[src/rtl/uart_core_param.sv]
// uart_core_param: parametrised UART with a valid/ready transmitter, a 2-flop
// synchronised receiver and an RX FIFO carrying per-entry parity/frame flags.
// Optional feature: define UART_CORE_PARAM_LOOPBACK_EN to add the loopback input,
// which routes tx into the receiver and parks the external tx pin high.
//
// state   | meaning (shared by TX and RX FSMs)
// IDLE    | line idle; TX accepts a word, RX waits for rx_s low
// START   | start bit (TX drives 0; RX waits to the start-bit midpoint)
// DATA    | DATA_BITS data bits, LSB first
// PAR     | parity bit (only when PARITY != 0)
// STOP    | stop bit(s); RX samples the first one and pushes the frame
module uart_core_param #(
  parameter int CLKS_PER_BIT  = 434,
  parameter int DATA_BITS     = 8,
  parameter int PARITY        = 0,
  parameter int STOP_BITS     = 1,
  parameter int RX_FIFO_DEPTH = 4
) (
  input  logic                 clk,
  input  logic                 rst,
  input  logic                 rx,
  output logic                 tx,
  input  logic                 tx_valid,
  output logic                 tx_ready,
  input  logic [DATA_BITS-1:0] tx_data,
  output logic                 rx_valid,
  input  logic                 rx_ready,
  output logic [DATA_BITS-1:0] rx_data,
  output logic                 rx_parity_err,
  output logic                 rx_frame_err,
  output logic                 rx_overrun,
  output logic                 busy,
`ifdef UART_CORE_PARAM_LOOPBACK_EN
  input  logic                 loopback,
`endif
  output logic                 irq
);

  localparam int CNT_W = $clog2(CLKS_PER_BIT + 1);
  localparam logic [CNT_W-1:0] BIT_LOAD  = CNT_W'(CLKS_PER_BIT - 1);
  localparam logic [CNT_W-1:0] HALF_LOAD = CNT_W'(CLKS_PER_BIT / 2 - 1);
  localparam int AW = $clog2(RX_FIFO_DEPTH);
  localparam int EW = DATA_BITS + 2;
  localparam logic [3:0] DATA_LAST = 4'(DATA_BITS - 1);
  localparam logic [3:0] STOP_LAST = 4'(STOP_BITS - 1);
  localparam logic PAR_ODD = (PARITY == 2);
  localparam bit   PAR_EN  = (PARITY != 0);

  typedef enum logic [2:0] {S_IDLE, S_START, S_DATA, S_PAR, S_STOP} state_t;

  // ---------------- transmitter ----------------
  state_t               tx_state, tx_state_nx;
  logic [CNT_W-1:0]     tx_cnt;
  logic [3:0]           tx_idx;
  logic [DATA_BITS-1:0] tx_shift;
  logic                 tx_par, tx_tick, tx_accept, tx_line;

  assign tx_tick   = (tx_cnt == '0);
  assign tx_accept = tx_valid & tx_ready;

  // TX next state, handshake and line level
  always_comb begin
    tx_state_nx = tx_state;
    tx_ready    = 1'b0;
    tx_line     = 1'b1;
    case (tx_state)
      S_IDLE: begin
        tx_ready = 1'b1;
        if (tx_valid) tx_state_nx = S_START;
      end
      S_START: begin
        tx_line = 1'b0;
        if (tx_tick) tx_state_nx = S_DATA;
      end
      S_DATA: begin
        tx_line = tx_shift[0];
        if (tx_tick && tx_idx == DATA_LAST) tx_state_nx = PAR_EN ? S_PAR : S_STOP;
      end
      S_PAR: begin
        tx_line = tx_par;
        if (tx_tick) tx_state_nx = S_STOP;
      end
      S_STOP: if (tx_tick && tx_idx == STOP_LAST) tx_state_nx = S_IDLE;
      default: tx_state_nx = S_IDLE;
    endcase
  end

  // TX state register, bit timer, bit index and shift register
  always_ff @(posedge clk) begin
    if (rst) begin
      tx_state <= S_IDLE;
      tx_cnt   <= BIT_LOAD;
      tx_idx   <= '0;
      tx_shift <= '0;
      tx_par   <= 1'b0;
    end else begin
      tx_state <= tx_state_nx;
      if (tx_state == S_IDLE) begin
        tx_cnt <= BIT_LOAD;
        tx_idx <= '0;
        if (tx_accept) begin
          tx_shift <= tx_data;
          tx_par   <= (^tx_data) ^ PAR_ODD;
        end
      end else if (tx_tick) begin
        tx_cnt <= BIT_LOAD;
        if (tx_state == S_DATA) begin
          tx_shift <= tx_shift >> 1;
          tx_idx   <= (tx_idx == DATA_LAST) ? 4'd0 : tx_idx + 4'd1;
        end else if (tx_state == S_STOP) begin
          tx_idx <= tx_idx + 4'd1;
        end
      end else begin
        tx_cnt <= tx_cnt - CNT_W'(1);
      end
    end
  end

  // ---------------- receiver ----------------
  logic                 rx_src, rx_m, rx_s;
  state_t               rx_state, rx_state_nx;
  logic [CNT_W-1:0]     rx_cnt;
  logic [3:0]           rx_idx;
  logic [DATA_BITS-1:0] rx_shift;
  logic                 rx_perr, rx_tick, rx_push;

  assign rx_tick = (rx_cnt == '0);

  // RX next state; a frame is pushed on the first stop-bit sample
  always_comb begin
    rx_state_nx = rx_state;
    rx_push     = 1'b0;
    case (rx_state)
      S_IDLE:  if (!rx_s) rx_state_nx = S_START;
      S_START: if (rx_tick) rx_state_nx = rx_s ? S_IDLE : S_DATA;
      S_DATA:  if (rx_tick && rx_idx == DATA_LAST) rx_state_nx = PAR_EN ? S_PAR : S_STOP;
      S_PAR:   if (rx_tick) rx_state_nx = S_STOP;
      S_STOP: begin
        if (rx_tick) begin
          rx_state_nx = S_IDLE;
          rx_push     = 1'b1;
        end
      end
      default: rx_state_nx = S_IDLE;
    endcase
  end

  // RX synchroniser, state register, mid-bit timer, shifter and parity check
  always_ff @(posedge clk) begin
    if (rst) begin
      rx_m     <= 1'b1;
      rx_s     <= 1'b1;
      rx_state <= S_IDLE;
      rx_cnt   <= HALF_LOAD;
      rx_idx   <= '0;
      rx_shift <= '0;
      rx_perr  <= 1'b0;
    end else begin
      rx_m     <= rx_src;
      rx_s     <= rx_m;
      rx_state <= rx_state_nx;
      if (rx_state == S_IDLE) begin
        rx_cnt  <= HALF_LOAD;
        rx_idx  <= '0;
        rx_perr <= 1'b0;
      end else if (rx_tick) begin
        rx_cnt <= BIT_LOAD;
        if (rx_state == S_DATA) begin
          rx_shift <= {rx_s, rx_shift[DATA_BITS-1:1]};
          rx_idx   <= rx_idx + 4'd1;
        end
        if (rx_state == S_PAR) rx_perr <= rx_s ^ (^rx_shift) ^ PAR_ODD;
      end else begin
        rx_cnt <= rx_cnt - CNT_W'(1);
      end
    end
  end

  // ---------------- RX FIFO ----------------
  logic [EW-1:0] fifo_mem [RX_FIFO_DEPTH];
  logic [AW-1:0] wr_ptr, rd_ptr;
  logic [AW:0]   fifo_cnt;
  logic          fifo_full, rx_pop, push_ok, drop;
  logic [EW-1:0] head;

  // A pop in the same cycle frees the slot, so a push into a full FIFO still lands.
  assign fifo_full = (fifo_cnt == (AW+1)'(RX_FIFO_DEPTH));
  assign rx_valid  = (fifo_cnt != '0);
  assign rx_pop    = rx_valid & rx_ready;
  assign push_ok   = rx_push & (~fifo_full | rx_pop);
  assign drop      = rx_push & fifo_full & ~rx_pop;
  assign head      = rx_valid ? fifo_mem[rd_ptr] : '0;
  assign {rx_parity_err, rx_frame_err, rx_data} = head;

  // FIFO storage, written only on accepted pushes
  always_ff @(posedge clk) begin
    if (push_ok) fifo_mem[wr_ptr] <= {rx_perr, ~rx_s, rx_shift};
  end

  // FIFO pointers, occupancy and sticky overrun (set beats clear)
  always_ff @(posedge clk) begin
    if (rst) begin
      wr_ptr     <= '0;
      rd_ptr     <= '0;
      fifo_cnt   <= '0;
      rx_overrun <= 1'b0;
    end else begin
      if (push_ok) wr_ptr <= wr_ptr + AW'(1);
      if (rx_pop)  rd_ptr <= rd_ptr + AW'(1);
      case ({push_ok, rx_pop})
        2'b10:   fifo_cnt <= fifo_cnt + (AW+1)'(1);
        2'b01:   fifo_cnt <= fifo_cnt - (AW+1)'(1);
        default: fifo_cnt <= fifo_cnt;
      endcase
      if (drop)        rx_overrun <= 1'b1;
      else if (rx_pop) rx_overrun <= 1'b0;
    end
  end

`ifdef UART_CORE_PARAM_LOOPBACK_EN
  assign rx_src = loopback ? tx_line : rx;
  assign tx     = loopback | tx_line;
`else
  assign rx_src = rx;
  assign tx     = tx_line;
`endif

  assign busy = (tx_state != S_IDLE) | (rx_state != S_IDLE);
  assign irq  = rx_valid | rx_overrun;

endmodule

[config.mk]
export PLATFORM = sky130hd
export DESIGN_NAME = uart_core_param
export DESIGN_NICKNAME = d
export VERILOG_FILES = /design/src/rtl/uart_core_param.sv
export SDC_FILE = /design/constraint.sdc
export NUM_CORES = 1
export LEC_CHECK = 0
export BUFFER_PORTS_ARGS = -buffer_cell sky130_fd_sc_hd__buf_2
export CORE_ASPECT_RATIO = 1.5
export CORE_MARGIN = 3
export CORE_UTILIZATION = 55
export CTS_CLUSTER_SIZE = 10
export DETAILED_ROUTE_END_ITERATION = 10
export PLACE_DENSITY_LB_ADDON = 0.3
export SKIP_CTS_REPAIR_TIMING = 1
export SLEW_MARGIN = 20
export SYNTH_ARGS = -nofsm -noshare
export SYNTH_HDL_FRONTEND = slang
export SYNTH_SLANG_ARGS = --single-unit
[constraint.sdc]
create_clock -name clk -period 2.5 [get_ports clk]
set_input_delay 0.125 -clock clk [delete_from_list [all_inputs] [get_ports clk]]
set_output_delay 0.125 -clock clk [all_outputs]
set_load 0.005 [all_outputs]
==> reports/qor.yml, run 1 <==
cts_num_sinks: 102
worst_slew_pin_slew_ns: 0.740
intPower_mw: 2.59
num-nets-final: 445
report.final.setup_viol: 0
grt_setup_unrepaired: "no"
remaining_global_route_overflow: 0
gpl.final_weighted_congestion: 0.854
groute.layer.met2.usage: 0.346
synth_area_per_cell_um2: 11.5
reg2reg_from: "rx_cnt[0]$_SDFF_PP0_"
routed_wirelength_um: 7710
fillerInstances: 595
grt_util_met1: 0.197
r2r_end: "fifo_mem[2][3]$_DFFE_PP_"
cts_buffer_depth: 2
crit_required_ns: 2.50
hold_viol: 0
layout_commonest_cell: "dfxtp_1"
drive_gt1_frac: 0.183
yosys_warnings: 0
syn_nets: 409
crit_arrival_ns: 2.32
worst-setup-path-type: "reg2reg"
dr.pass1.iters: 4
final_sum_of_negative_setup_slack_ns: 0
worst_hold_path.endpoint: "tx_shift[7]$_SDFFE_PP0P_"
grt_start_max_net_pins: 41
viasPerCell: 5.55
ioPinCount: 29
groute.layer.met3.usage: 0.0478
power_density_nw_per_um2: 649
clk-insertion-delay-late_ns: 0.35
worstHoldPathCells: 3
core_region_area_um2: 7760
dieWidth_um: 79.4
area_growth_pct: 13.8
seq_pwr_share: 0.535
slew-limit-headroom: 0.507
timing.critical_path.slowest_stage_cell: "or4b_1"
layout.cells.most_common_list: "dfxtp_1, nor2_1, edfxtp_1"
min_period_over_period: 0.927
cts_htree_levels: 3
power_switching_share: 0.211
vias: 2928
groute.usage.overall: 0.188
buffer_ports.inserted: 28
status: "finished, final reports clean"
ant_cells: 0
holdCritStartpoint: "tx_data[7]"
wire_per_inst_um: 14.6
yosysSeqAreaShare: 0.549
route.antenna.remaining_nets: 0
antenna_found_initial: 0
path_cells: "inv_1, ha_1, or4b_1, nor4b_4, and2_1"
clk_pin_slew_ns: 0.07
worstRegToRegCells: 5
power.clock.fraction: 0.419
timing.hold.worst.class: "in2reg"
finalClockSkew_ns: 0.00660
syn-cell-area_um2: 4450
worst_vdd_rail_ir_drop_mv: 0.459
critPathCaptureType: "register"
rows: 39
drt_iter0_drc: 174
timing.critical_path.from_type: "register"
timing.critical_path.fanout_max: 10
leakage_nw: 1.91
tritoncts: "done"
busiest_layer: "met2"
die_height_um: 116
slew_viol_final: 0
final_util: 0.652
path_buf_inv: 1
dpl.hpwl_um: 5640
root_buffer: "clkbuf_16"
max_cap_violations: 0
fmax_mhz: 431
design.die.area_um2: 9220
first_pass_grt_wire_length_um: 13300
slowest_delay_ns: 0.55
ys_seq_elements: 102
drcViolationCount: 0
initial_utilization: 0.573
p_comb_frac: 0.046
grt_pass1_vias: 2957
cts_buffers: 9
postSynthCellCount: 385
switching_power_mw: 0.694
cp_top_family: "simple AND/OR/NAND/NOR gates"
ys_types: 51
timing.reg2reg.setup_slack_ns: 0.18
finalWorstPathRequiredPeriod_ns: 2.32
==> sequential cells by signal, indices dropped and copies added (netlist names), named ones only <==
name / flops
fifo_cnt: 3
fifo_mem: 40
rd_ptr: 2
rx_cnt: 9
rx_idx: 4
rx_m: 1
rx_overrun: 1
rx_perr: 1
rx_s: 1
rx_shift: 8
rx_state: 3
tx_cnt: 9
tx_idx: 4
tx_par: 1
tx_shift: 8
tx_state: 3
wr_ptr: 2
==> routing by layer <==
layer	vias up	routed length (um)
met5	-	0
met4	0	184
met3	14	237
met2	42	4250
met1	1407	3040
li1	1465	-
==> cells by family (layout without fill, tap and decap cells) <==
kind of cell / Yosys count / count (layout) / synth area share
AOI/OAI and AO/OA: 40 / 40 / 0.0636
xor gates and xnor gates: 35 / 35 / 0.0690
adders and majority gates: 11 / 11 / 0.0326
buffers and inverters: 27 / 68 / 0.0239
DFF: 102 / 102 / 0.549
muxes: 31 / 31 / 0.0979
and+or+nand+nor: 139 / 139 / 0.164
==> tightest hold or removal path, stage by stage <==
cell     delay (ns)
buf_2          0.11
nand3_1        0.07
a21oi_1        0.06
==> cells in the mapped netlist, drive strengths merged <==
| master | n | area (um^2) |
|---|---|---|
| nand4 | 1 | 6.26 |
| mux4 | 10 | 225 |
| a31oi | 2 | 12.5 |
| nand2 | 18 | 67.6 |
| o41ai | 1 | 8.76 |
| a311oi | 3 | 26.3 |
| or3 | 2 | 12.5 |
| o31ai | 3 | 32.5 |
| nor4 | 3 | 18.8 |
| xnor2 | 23 | 201 |
| inv | 11 | 41.3 |
| or2 | 5 | 31.3 |
| nor3b | 3 | 22.5 |
| a211oi | 7 | 52.6 |
| nand2b | 1 | 6.26 |
| a21oi | 13 | 68.8 |
| edfxtp | 40 | 1200 |
| o32ai | 1 | 8.76 |
| o311ai | 1 | 8.76 |
| clkbuf | 11 | 41.3 |
| nand4b | 2 | 17.5 |
| dfxtp | 62 | 1240 |
| ha | 10 | 125 |
| a32oi | 2 | 17.5 |
| buf | 5 | 23.8 |
| and2 | 16 | 100 |
| a22oi | 1 | 7.51 |
| or4b | 1 | 10.0 |
| or3b | 2 | 17.5 |
| nor2 | 50 | 190 |
| a221oi | 1 | 8.76 |
| mux2i | 21 | 210 |
| a311o | 1 | 10.0 |
| nor2b | 1 | 6.26 |
| nand3b | 1 | 7.51 |
| xor2 | 12 | 105 |
| fa | 1 | 20.0 |
| o21ai | 4 | 20.0 |
| nand3 | 11 | 60.1 |
| nor4b | 4 | 50.1 |
| nor3 | 17 | 95.1 |
| or4 | 1 | 7.51 |
==> worst max path at each step <==
stage	from	end	slack (ns)	cells past startpoint
global route	rx_cnt[0]$_SDFF_PP0_	fifo_mem[2][9]$_DFFE_PP_	0.02	5
detailed placement	rx_cnt[0]$_SDFF_PP0_	fifo_mem[3][0]$_DFFE_PP_	0.15	5
CTS	rx_cnt[0]$_SDFF_PP0_	fifo_mem[3][4]$_DFFE_PP_	0.15	5
floorplan	rx_cnt[0]$_SDFF_PP0_	fifo_mem[0][0]$_DFFE_PP_	0.26	5
global placement	rx_cnt[0]$_SDFF_PP0_	fifo_mem[0][1]$_DFFE_PP_	0.22	5
finish	rx_cnt[0]$_SDFF_PP0_	fifo_mem[2][3]$_DFFE_PP_	0.18	5
==> power by group through the flow <==
stage	registers, mW	clock network [mW]	logic [mW]
finish	1.76	1.38	0.151
CTS	1.76	1.41	0.151
floorplan	1.78	0	0.112
global route	1.76	1.49	0.168
global placement	1.79	0	0.146
detailed placement	1.79	0	0.149
==> cell type report <==
type,count,area (um^2),area share
clock buffers,10,229,0.0453
multi-input cells,256,1910,0.377
repair buffers,41,240,0.0475
well taps,102,128,0.0252
clock inverters,6,71.3,0.0141
inverters,11,41.3,0.00816
flip-flops and latches,102,2440,0.483
==> per-stage QoR <==
| step | hold slack [ns] | total power [mW] | instance area (um^2) | cells | worst slack, ns |
|---|---|---|---|---|---|
| 2_1_floorplan | 0.222 | 1.90 | 4450 | 385 | 0.261 |
| 4_1_cts | -0.0593 | 3.32 | 5040 | 527 | 0.146 |
| 3_3_place_gp | 0.305 | 1.94 | 4740 | 511 | 0.216 |
| 3_5_place_dp | 0.305 | 1.94 | 4740 | 511 | 0.146 |
| 5_1_grt | 0.0761 | 3.41 | 5060 | 528 | 0.0200 |
| 6_report | 0.0655 | 3.28 | 5060 | 528 | 0.182 |
(Power assumes the default switching activity.)
==> inputs of run 2 (changes only) <==
--- a/config.mk
+++ b/config.mk
@@ -8,7 +8,7 @@
 export BUFFER_PORTS_ARGS = -buffer_cell sky130_fd_sc_hd__buf_2
 export CORE_ASPECT_RATIO = 1.5
 export CORE_MARGIN = 3
-export CORE_UTILIZATION = 55
+export CORE_UTILIZATION = 40
 export CTS_CLUSTER_SIZE = 10
 export DETAILED_ROUTE_END_ITERATION = 10
 export PLACE_DENSITY_LB_ADDON = 0.3
==> run 2 against run 1 <==
Via count shrank 2.4%. Maximum frequency grew 0.87%. Critical path depth is the same. Sequential power is essentially flat. Power grew 0.49%. Non-clock buffer count grew 1. Routed wire length shrank 3.1%. Final cell count grew 8.1%. Global-route usage shrank 5.7 points. Core utilization shrank 17 points.
==> reports/qor.yml, run 2 (same netlist as run 1, synthesis figures left out) <==
report.final.setup_viol: 0
intPower_mw: 2.59
ioPinCount: 29
vias: 2857
first_pass_grt_wire_length_um: 13000
finalClockSkew_ns: 0.00454
antenna_found_initial: 0
rows: 46
slew-limit-headroom: 0.506
timing.critical_path.slowest_stage_cell: "or4b_1"
switching_power_mw: 0.710
die_height_um: 135
cts_num_sinks: 102
num-nets-final: 446
timing.hold.worst.class: "in2reg"
grt_pass1_vias: 2870
initial_utilization: 0.415
registers.top_by_ff_count: "fifo_mem"
fmax_mhz: 435
status: "finished, final reports clean"
hold_viol: 0
clk-insertion-delay-late_ns: 0.34
core_region_area_um2: 10700
power_switching_share: 0.215
worst_slew_pin_slew_ns: 0.741
worst-setup-path-type: "reg2reg"
layout.cells.most_common_list: "dfxtp_1, nor2_1, edfxtp_1"
fillerInstances: 994
worst_vdd_rail_ir_drop_mv: 0.341
cts_htree_levels: 3
critPathCaptureType: "register"
min_period_over_period: 0.919
slew_viol_final: 0
largest_registers: "fifo_mem: 40 flops, rx_cnt: 9 flops, tx_cnt: 9 flops"
wire_per_inst_um: 13.1
buffer_ports.inserted: 28
p_comb_frac: 0.044
dr.pass1.iters: 4
gpl.final_weighted_congestion: 0.764
final_sum_of_negative_setup_slack_ns: 0
groute.usage.overall: 0.131
post_dp_cell_area_um2: 4800
design.die.area_um2: 12400
slowest_delay_ns: 0.54
cts_buffers: 9
flip_flop_count_of_the_largest_register_all_copies_and_words_added: 40
route.antenna.remaining_nets: 0
seq_pwr_share: 0.532
ant_cells: 0
clk_pin_slew_ns: 0.07
remaining_global_route_overflow: 0
drcViolationCount: 0
finalWorstPathRequiredPeriod_ns: 2.30
viasPerCell: 5.00
cts_buffer_depth: 2
timing.critical_path.fanout_max: 10
tritoncts: "done"
area_growth_pct: 14.9
drive_gt1_frac: 0.178
layout_commonest_cell: "dfxtp_1"
drt_iter0_drc: 62
timing.critical_path.from_type: "register"
root_buffer: "clkbuf_16"
power.clock.fraction: 0.424
crit_required_ns: 2.49
grt_setup_unrepaired: "no"
crit_arrival_ns: 2.29
power_density_nw_per_um2: 646
routed_wirelength_um: 7470
max_cap_violations: 0
dpl.hpwl_um: 5520
grt_start_max_net_pins: 41
layout.cell_area.non_filler_um2: 5110
path_cells: "inv_1, ha_1, or4b_1, nor4b_4, and2_1"
leakage_nw: 1.92
dieWidth_um: 92.1
[run 2: critical path: cells and delay by family (launching register included)]
family                     cells  cell delay (ns)
adders and majority gates      1             0.21
buffers and inverters          1             0.09
DFF                            1             0.34
and+or+nand+nor                3             1.32
[run 2: power groups by stage]
stage          clock (mW)  sequential (mW)  combinational [mW]
6_report             1.40             1.75               0.146
5_1_grt              1.50             1.76               0.166
4_1_cts              1.44             1.75               0.149
3_5_place_dp            0             1.79               0.148
3_3_place_gp            0             1.79               0.145
2_1_floorplan           0             1.78               0.112
[run 2: area by class of cell]
type	count	area, um^2	area share
repair buffers	42	248	0.0485
flip-flops and latches	102	2440	0.478
clock inverters	7	76.3	0.0149
clock buffers	9	225	0.0441
multi-input cells	256	1900	0.371
well taps	144	180	0.0353
inverters	11	41.3	0.00808
[run 2: through the flow]
step / cells / power (mW) / hold WS, ns / worst slack, ns / util
floorplan: 385 / 1.90 / 0.222 / 0.261 / -
global placement: 554 / 1.94 / 0.308 / 0.245 / 0.448
detailed placement: 554 / 1.94 / 0.315 / 0.188 / 0.448
CTS: 570 / 3.34 / -0.0490 / 0.170 / 0.476
global route: 571 / 3.43 / 0.0788 / 0.0362 / 0.477
finish: 571 / 3.30 / 0.0632 / 0.202 / 0.477
[run 2: final timing paths]
kind,to,cells past startpoint,start,slack (ns)
worst min-delay path,tx_shift[7]$_SDFFE_PP0P_,3,tx_data[7],0.06
worst max-delay path,fifo_mem[3][1]$_DFFE_PP_,5,rx_cnt[0]$_SDFF_PP0_,0.20
worst min register to register,tx_cnt[0]$_SDFF_PP1_,1,tx_cnt[0]$_SDFF_PP1_,0.40
worst max register to register,fifo_mem[3][1]$_DFFE_PP_,5,rx_cnt[0]$_SDFF_PP0_,0.20
[run 2: layer usage]
layer  global-route usage  wire length [um]  part of all wire
met4               0.0645               199             0.027
met5                    0                 0                 0
met1                0.139              3040              0.41
met3               0.0307               189             0.025
met2                0.239              4040              0.54
